### src/rtl/mem_access_stage_pkg.sv
// Shared definitions for the MEM stage: memory op codes, FSM states and
// small op-classification helpers used by the stage and its lane aligner.
package mem_access_stage_pkg;

  localparam logic [3:0] MEM_NOP = 4'd0;
  localparam logic [3:0] MEM_LB  = 4'd1;
  localparam logic [3:0] MEM_LBU = 4'd2;
  localparam logic [3:0] MEM_LH  = 4'd3;
  localparam logic [3:0] MEM_LHU = 4'd4;
  localparam logic [3:0] MEM_LW  = 4'd5;
  localparam logic [3:0] MEM_SB  = 4'd6;
  localparam logic [3:0] MEM_SH  = 4'd7;
  localparam logic [3:0] MEM_SW  = 4'd8;

  typedef enum logic [1:0] {
    S_IDLE = 2'd0,
    S_REQ  = 2'd1,
    S_DONE = 2'd2
  } state_e;

  function automatic logic isLoadOp(input logic [3:0] op);
    return (op >= MEM_LB) && (op <= MEM_LW);
  endfunction

  function automatic logic isStoreOp(input logic [3:0] op);
    return (op >= MEM_SB) && (op <= MEM_SW);
  endfunction

  // Halfwords need a[0]==0, words need a[1:0]==0; bytes are always aligned.
  function automatic logic isMisaligned(input logic [3:0] op, input logic [1:0] a);
    case (op)
      MEM_LH, MEM_LHU, MEM_SH: return a[0];
      MEM_LW, MEM_SW:          return a != 2'b00;
      default:                 return 1'b0;
    endcase
  endfunction

endpackage

### src/rtl/mem_access_stage_if.sv
// Request/acknowledge data bus between the MEM stage (master) and memory (slave).
interface mem_bus_if;
  logic        bus_req;
  logic        bus_we;
  logic [31:0] bus_addr;
  logic [3:0]  bus_be;
  logic [31:0] bus_wdata;
  logic [31:0] bus_rdata;
  logic        bus_ack;

  modport master (
    output bus_req, bus_we, bus_addr, bus_be, bus_wdata,
    input  bus_rdata, bus_ack
  );

  modport slave (
    input  bus_req, bus_we, bus_addr, bus_be, bus_wdata,
    output bus_rdata, bus_ack
  );
endinterface

### src/rtl/mem_access_stage_lane_align.sv
// Combinational byte-lane handling: store byte enables and replicated write
// data, plus selection and sign/zero extension of the loaded lane.
module mem_lane_align
  import mem_access_stage_pkg::*;
(
  input  logic [3:0]  i_ramOp,
  input  logic [1:0]  i_addrLo,
  input  logic [31:0] i_storeData,
  input  logic [31:0] i_rdata,
  output logic [3:0]  o_be,
  output logic [31:0] o_wdata,
  output logic [31:0] o_loadData
);

  logic [7:0]  w_byte;
  logic [15:0] w_half;

  assign w_byte = i_rdata[{i_addrLo, 3'b000} +: 8];
  assign w_half = i_addrLo[1] ? i_rdata[31:16] : i_rdata[15:0];

  always_comb begin
    o_be    = 4'hF;
    o_wdata = i_storeData;
    case (i_ramOp)
      MEM_SB: begin
        o_be    = 4'b0001 << i_addrLo;
        o_wdata = {4{i_storeData[7:0]}};
      end
      MEM_SH: begin
        o_be    = 4'b0011 << {i_addrLo[1], 1'b0};
        o_wdata = {2{i_storeData[15:0]}};
      end
      default: ;
    endcase
  end

  always_comb begin
    o_loadData = i_rdata;
    case (i_ramOp)
      MEM_LB:  o_loadData = {{24{w_byte[7]}}, w_byte};
      MEM_LBU: o_loadData = {24'd0, w_byte};
      MEM_LH:  o_loadData = {{16{w_half[15]}}, w_half};
      MEM_LHU: o_loadData = {16'd0, w_half};
      default: ;
    endcase
  end

endmodule

### src/rtl/mem_access_stage.sv
// MEM pipeline stage: issues loads/stores over the req/ack bus, stalls the
// front of the pipe while the access is outstanding, and reports faults.
module mem_access_stage
  import mem_access_stage_pkg::*;
#(
  parameter int TIMEOUT = 16,
  parameter int CNT_W   = 5
) (
  input  logic        clk,
  input  logic        rst,
  input  logic [3:0]  ramOp_i,
  input  logic [31:0] addr_i,
  input  logic [31:0] storeData_i,
  input  logic [31:0] aluData_i,
  input  logic [4:0]  writeAddr_i,
  input  logic        writeEnable_i,
  mem_bus_if.master   bus,
  output logic [31:0] wbData_o,
  output logic [4:0]  writeAddr_o,
  output logic        writeEnable_o,
  output logic        stall_req,
  output logic        adel_o,
  output logic        ades_o,
  output logic        busErr_o
);

  state_e           r_state;
  logic [CNT_W-1:0] r_cnt;
  logic [31:0]      r_rdata;
  logic             r_busErr;
  logic             r_busReq;
  logic             r_busWe;
  logic [31:0]      r_busAddr;
  logic [3:0]       r_busBe;
  logic [31:0]      r_busWdata;

  logic        w_isLoad;
  logic        w_isStore;
  logic        w_memOp;
  logic        w_misaligned;
  logic        w_inIdle;
  logic        w_issue;
  logic [3:0]  w_be;
  logic [31:0] w_wdata;
  logic [31:0] w_loadData;

  assign w_isLoad     = isLoadOp(ramOp_i);
  assign w_isStore    = isStoreOp(ramOp_i);
  assign w_memOp      = w_isLoad | w_isStore;
  assign w_misaligned = w_memOp & isMisaligned(ramOp_i, addr_i[1:0]);
  assign w_inIdle     = (r_state == S_IDLE);
  assign w_issue      = w_inIdle & w_memOp & ~w_misaligned;

  // EX_MEM stays frozen until DONE, so the live op/address are still valid
  // for load extension when the captured data is presented.
  mem_lane_align u_align (
    .i_ramOp     (ramOp_i),
    .i_addrLo    (addr_i[1:0]),
    .i_storeData (storeData_i),
    .i_rdata     (r_rdata),
    .o_be        (w_be),
    .o_wdata     (w_wdata),
    .o_loadData  (w_loadData)
  );

  always_ff @(posedge clk) begin
    if (rst) begin
      r_state    <= S_IDLE;
      r_cnt      <= '0;
      r_rdata    <= '0;
      r_busErr   <= 1'b0;
      r_busReq   <= 1'b0;
      r_busWe    <= 1'b0;
      r_busAddr  <= '0;
      r_busBe    <= '0;
      r_busWdata <= '0;
    end else begin
      case (r_state)
        S_IDLE: begin
          if (w_issue) begin
            r_state    <= S_REQ;
            r_cnt      <= '0;
            r_busErr   <= 1'b0;
            r_busReq   <= 1'b1;
            r_busWe    <= w_isStore;
            r_busAddr  <= {addr_i[31:2], 2'b00};
            r_busBe    <= w_be;
            r_busWdata <= w_wdata;
          end
        end
        S_REQ: begin
          // An ack in the final allowed cycle wins over the timeout.
          if (bus.bus_ack) begin
            r_rdata  <= bus.bus_rdata;
            r_busReq <= 1'b0;
            r_state  <= S_DONE;
          end else if (r_cnt == CNT_W'(TIMEOUT - 1)) begin
            r_busReq <= 1'b0;
            r_busErr <= 1'b1;
            r_state  <= S_DONE;
          end else begin
            r_cnt <= r_cnt + 1'b1;
          end
        end
        S_DONE: begin
          r_busErr <= 1'b0;
          r_state  <= S_IDLE;
        end
        default: r_state <= S_IDLE;
      endcase
    end
  end

  assign bus.bus_req   = r_busReq;
  assign bus.bus_we    = r_busWe;
  assign bus.bus_addr  = r_busAddr;
  assign bus.bus_be    = r_busBe;
  assign bus.bus_wdata = r_busWdata;

  assign stall_req     = w_issue | (r_state == S_REQ);
  assign adel_o        = w_inIdle & w_misaligned & w_isLoad;
  assign ades_o        = w_inIdle & w_misaligned & w_isStore;
  assign busErr_o      = (r_state == S_DONE) & r_busErr;
  assign wbData_o      = ((r_state == S_DONE) && w_isLoad) ? w_loadData : aluData_i;
  assign writeAddr_o   = writeAddr_i;
  assign writeEnable_o = writeEnable_i & ~stall_req & ~(w_inIdle & w_misaligned) & ~busErr_o;

endmodule
### src/flat_wrapper.sv
// flat-port wrapper written by rule: the top's interface ports become plain ports
module mem_access_stage_flat import mem_access_stage_pkg::*;
#(
  parameter int TIMEOUT = 16,
  parameter int CNT_W   = 5
)
  (clk, rst, ramOp_i, addr_i, storeData_i, aluData_i, writeAddr_i, writeEnable_i, wbData_o, writeAddr_o, writeEnable_o, stall_req, adel_o, ades_o, busErr_o, bus_bus_req, bus_bus_we, bus_bus_addr, bus_bus_be, bus_bus_wdata, bus_bus_rdata, bus_bus_ack);
  mem_bus_if bus_i ();
  input  logic clk;
  input  logic rst;
  input  logic [3:0] ramOp_i;
  input  logic [31:0] addr_i;
  input  logic [31:0] storeData_i;
  input  logic [31:0] aluData_i;
  input  logic [4:0] writeAddr_i;
  input  logic writeEnable_i;
  output logic [31:0] wbData_o;
  output logic [4:0] writeAddr_o;
  output logic writeEnable_o;
  output logic stall_req;
  output logic adel_o;
  output logic ades_o;
  output logic busErr_o;
  output wire logic [$bits(bus_i.bus_req)-1:0] bus_bus_req;
  output wire logic [$bits(bus_i.bus_we)-1:0] bus_bus_we;
  output wire logic [$bits(bus_i.bus_addr)-1:0] bus_bus_addr;
  output wire logic [$bits(bus_i.bus_be)-1:0] bus_bus_be;
  output wire logic [$bits(bus_i.bus_wdata)-1:0] bus_bus_wdata;
  input wire logic [$bits(bus_i.bus_rdata)-1:0] bus_bus_rdata;
  input wire logic [$bits(bus_i.bus_ack)-1:0] bus_bus_ack;
  assign bus_bus_req = bus_i.bus_req;
  assign bus_bus_we = bus_i.bus_we;
  assign bus_bus_addr = bus_i.bus_addr;
  assign bus_bus_be = bus_i.bus_be;
  assign bus_bus_wdata = bus_i.bus_wdata;
  assign bus_i.bus_rdata = bus_bus_rdata;
  assign bus_i.bus_ack = bus_bus_ack;
  mem_access_stage #(.TIMEOUT(TIMEOUT), .CNT_W(CNT_W)) u_core (.clk(clk), .rst(rst), .ramOp_i(ramOp_i), .addr_i(addr_i), .storeData_i(storeData_i), .aluData_i(aluData_i), .writeAddr_i(writeAddr_i), .writeEnable_i(writeEnable_i), .bus(bus_i), .wbData_o(wbData_o), .writeAddr_o(writeAddr_o), .writeEnable_o(writeEnable_o), .stall_req(stall_req), .adel_o(adel_o), .ades_o(ades_o), .busErr_o(busErr_o));
endmodule
### config.mk
export PLATFORM = sky130hd
export DESIGN_NAME = mem_access_stage_flat
export DESIGN_NICKNAME = d
export VERILOG_FILES = /design/src/rtl/mem_access_stage_pkg.sv /design/src/rtl/mem_access_stage_if.sv /design/src/rtl/mem_access_stage_lane_align.sv /design/src/rtl/mem_access_stage.sv /design/src/flat_wrapper.sv
export SDC_FILE = /design/constraint.sdc
export NUM_CORES = 1
export LEC_CHECK = 0
export ABC_AREA = 1
export CAP_MARGIN = 20
export CORE_UTILIZATION = 46
export CTS_CLUSTER_SIZE = 8
export DETAILED_ROUTE_END_ITERATION = 8
export PLACE_DENSITY = 0.85
export RECOVER_POWER = 50
export SLEW_MARGIN = 20
export SYNTH_ARGS = -nofsm -noshare
export SYNTH_HDL_FRONTEND = slang
export SYNTH_SLANG_ARGS = --single-unit
### constraint.sdc
create_clock -name clk -period 7.5 [get_ports clk]
set_input_delay 2.25 -clock clk [delete_from_list [all_inputs] [get_ports clk]]
set_output_delay 2.25 -clock clk [all_outputs]
set_load 0.03 [all_outputs]
==> out/qor.txt <==
GR Overflow Total: 0
CTS Root Cell: clkbuf_16
Post-CTS Setup Bufs: 0
Hold Path Class: flip-flop to flip-flop
CTS resizes: 0
Maximum VDD drop: 0.1092 mV
# nets final: 1203
Syn-to-layout area delta: 45.28%
Starting Density: 47.15%
Layout cells sized above 1: 6.573%
Num CTS Buffers: 9
DR vias: 6228
Cells after synthesis: 858
Die area: 0.01271 mm2
Final Hold Fails: 0
Largest net degree at the start of global routing: 74
GR Util met2: 47.57%
Num Clock Sinks: 108
CP Capture Type: output pin
Clock Latency Late Sink: 0.35 ns
Period Utilization, post-route: 94.94%
Seq/Total Area, Yosys: 38.33%
CTS tree: built
Worst Tran Pin Value: 3.438 ns
Seq cells post-synth: 108
GRT busiest layer: met2
Reg-to-Reg End: u_core.bus.bus_wdata[26]$_SDFFE_PP0P_
WP data arrival: 4.87 ns
TritonRoute pass-1 iters: 6
Status: finished, violations left
Delay of the slowest critical-path stage: 0.67 ns
Fmax: 0.1404 GHz
Max transition margin: -129.2%
Worst Hold Slack: 0.4761 ns
Max-slew violations: 138
WHS Path Cells: 2
Power per standard cell area: 201.2 mW/mm2
PortBufs: 240
DRC viols: 0
Vias per inst: 5.139
Startpoint Class: primary input
Standard-cell rows: 40
Routability cong.: 0.9113
Die Span X: 112.7 um
Min-delay src: u_core.bus.bus_req$_SDFFE_PP0P_
Routed Antenna Nets: 0
DR iter-0 viols: 536
Core box area: 0.01196 mm2
WS Path Type: primary input to output pin
Netlist cell types: 31
First-pass GRT wire length: 27.49 mm
FF-to-FF setup slack: 3.54 ns
Met1 Use GR: 32.51%
Met3 usage: 6.588%
Clock Tree Buf Depth: 2
Number of global-route vias before repair: 5628
CTS clk-pin slew, worst paths: 0.07 ns
LEAKAGE: 3.590 nW
Mean post-synth cell area: 6.574 um2
Minimum clock period: 7.121 ns
Power Total: 1.648 mW
Post-DP HPWL: 12.63 mm
Slowest cell on crit path: clkdlybuf4s50_1
H-tree lvl count: 3
Fin Clk Skew: 0.004694 ns
GRT Total Usage: 27.38%
Die Ht: 112.7 um
WL final: 17.52 mm
Endpoints failing setup: 0
# diodes: 0
FF-to-FF Start: u_core.r_state[1]$_SDFFE_PP0P_
Critical-path cell list: dlygate4sd3_1 -> or2_0 -> o211ai_4 -> nand2_4 -> o21ai_4 -> nor2_1 -> nor2_1 -> clkdlybuf4s50_1
Max Cap Violations: 2
R2R cell count: 9
Post-layout util: 68.50%
Initial antenna violation count: 0
IO Pins: 253
Netlist Area Pre-Place: 0.005640 mm2
CP most frequent cell: nor2_1
Failing checks: capacitance limit, slew limit
Setup TNS: 0 ns
Crit path max fanout: 16
Wire length per cell: 14.46 um
Ys Warns: 0
RSZ-0062 raised after global routing: false
Hold EP: u_core.bus.bus_req$_SDFFE_PP0P_
# hold bufs at CTS: 0
WP data required: 5.25 ns
per-stage QoR:
stage          cells  setup slack [ns]  area [um2]
6_report        1212            0.3794        8194
5_1_grt         1212            0.2303        8194
4_1_cts         1212            0.5061        8207
3_5_place_dp    1196            0.5076        7919
3_3_place_gp    1196            0.5408        7919
2_1_floorplan    859             1.418        5644
kinds of logic (layout without fill, tap and decap cells):
| family | count (synthesis) | count (layout) | share of synthesized area, % |
|---|---|---|---|
| AND/OR/NAND/NOR | 389 | 389 | 28.08 |
| XOR/XNOR | 1 | 1 | 0.1553 |
| adder cells (fa/ha/maj) | 2 | 2 | 0.4436 |
| AO/OA/AOI/OAI | 221 | 221 | 21.61 |
| other | 1 | 2 | 0.06648 |
| flip-flops | 108 | 108 | 38.33 |
| buffers and inverters | 136 | 342 | 11.31 |
worst max path at each step:
stage                    start             to  slack, ns  cells past startpoint
finish               addr_i[0]   wbData_o[24]       0.38                      8
global route         addr_i[1]    wbData_o[0]       0.23                      9
detailed placement   addr_i[1]    wbData_o[6]       0.51                      9
floorplan           ramOp_i[0]  writeEnable_o       1.42                     12
global placement    ramOp_i[2]   wbData_o[14]       0.54                     12
CTS                  addr_i[1]    wbData_o[6]       0.51                      9
metal layers:
layer | part of all wire (%) | wire (um)
met5 | 0 | 0
met4 | 2.4 | 418
met3 | 8.1 | 1423
met2 | 48 | 8341
met1 | 42 | 7337
critical path: cells and delay by family:
family | cells | cell delay (ns)
AOI/OAI and AO/OA | 2 | 0.51
buffers and inverters | 2 | 1.31
and+or+nand+nor | 4 | 0.80
cell usage in the layout, fill, tap and decap left out, types with 2 or more instances in the layout:
| cell type | instances |
|---|---|
| conb_1 | 2 |
| inv_6 | 2 |
| nand2_1 | 160 |
| inv_1 | 71 |
| buf_4 | 18 |
| nor2_2 | 4 |
| inv_2 | 7 |
| a21oi_1 | 43 |
| clkbuf_1 | 2 |
| nand3_1 | 22 |
| ha_1 | 2 |
| clkdlybuf4s50_1 | 155 |
| nand2_4 | 2 |
| dfxtp_1 | 108 |
| nor2_1 | 177 |
| o21ai_1 | 66 |
| dlygate4sd3_1 | 71 |
| o211ai_1 | 30 |
| nor3b_1 | 2 |
| clkbuf_16 | 9 |
| o21ai_0 | 72 |
| clkinvlp_4 | 2 |
| or2_2 | 18 |
| o22ai_1 | 7 |
power by group:
part / switching (mW) / internal (mW) / leakage [nW]
clock: 0.228 / 0.231 / 0.135
sequential: 0.0290 / 0.634 / 0.887
combinational: 0.314 / 0.214 / 2.57
cells in the mapped netlist:
master / n / area [um2]
nor2_1: 177 / 664.4
nand2_1: 160 / 600.6
dfxtp_1: 108 / 2162
o21ai_0: 72 / 360.4
inv_1: 71 / 266.5
o21ai_1: 66 / 330.3
a21oi_1: 43 / 215.2
o211ai_1: 30 / 225.2
clkbuf_1: 23 / 86.33
nand3_1: 21 / 105.1
or2_2: 18 / 112.6
buf_2: 15 / 75.07
buf_6: 10 / 112.6
buf_4: 9 / 67.56
o22ai_1: 7 / 43.79
inv_2: 6 / 22.52
nor2_2: 4 / 25.02
clkinv_1: 2 / 7.510
ha_1: 2 / 25.02
nand2_4: 2 / 22.52
nor3b_1: 2 / 15.01
a31oi_1: 1 / 6.260
conb_1: 1 / 3.750
nand2_2: 1 / 6.260
nand3_2: 1 / 10.01
nor2_4: 1 / 11.26
nor3_1: 1 / 5.000
o211ai_4: 1 / 21.27
o21ai_4: 1 / 16.27
or2_1: 1 / 6.260
xor2_1: 1 / 8.760
layout make-up:
class / instances / area (um2)
fillers: 1030 / 3767
multi-input cells: 615 / 2839
repair buffers: 247 / 2425
flip-flops and latches: 108 / 2162
inverters: 79 / 296.5
clock buffers: 9 / 225.2
well taps: 147 / 183.9
clock inverters: 7 / 62.56
state kept, by name, indices dropped and copies added, names as in the netlist:
signal                cells
u_core.bus.bus_wdata     32
u_core.r_rdata           32
u_core.bus.bus_be         4
u_core.r_busErr           1
u_core.r_state            2
u_core.r_cnt              5
u_core.bus.bus_req        1
u_core.bus.bus_addr      30
u_core.bus.bus_we         1
No activity file was read; power rests on OpenSTA's default activity.
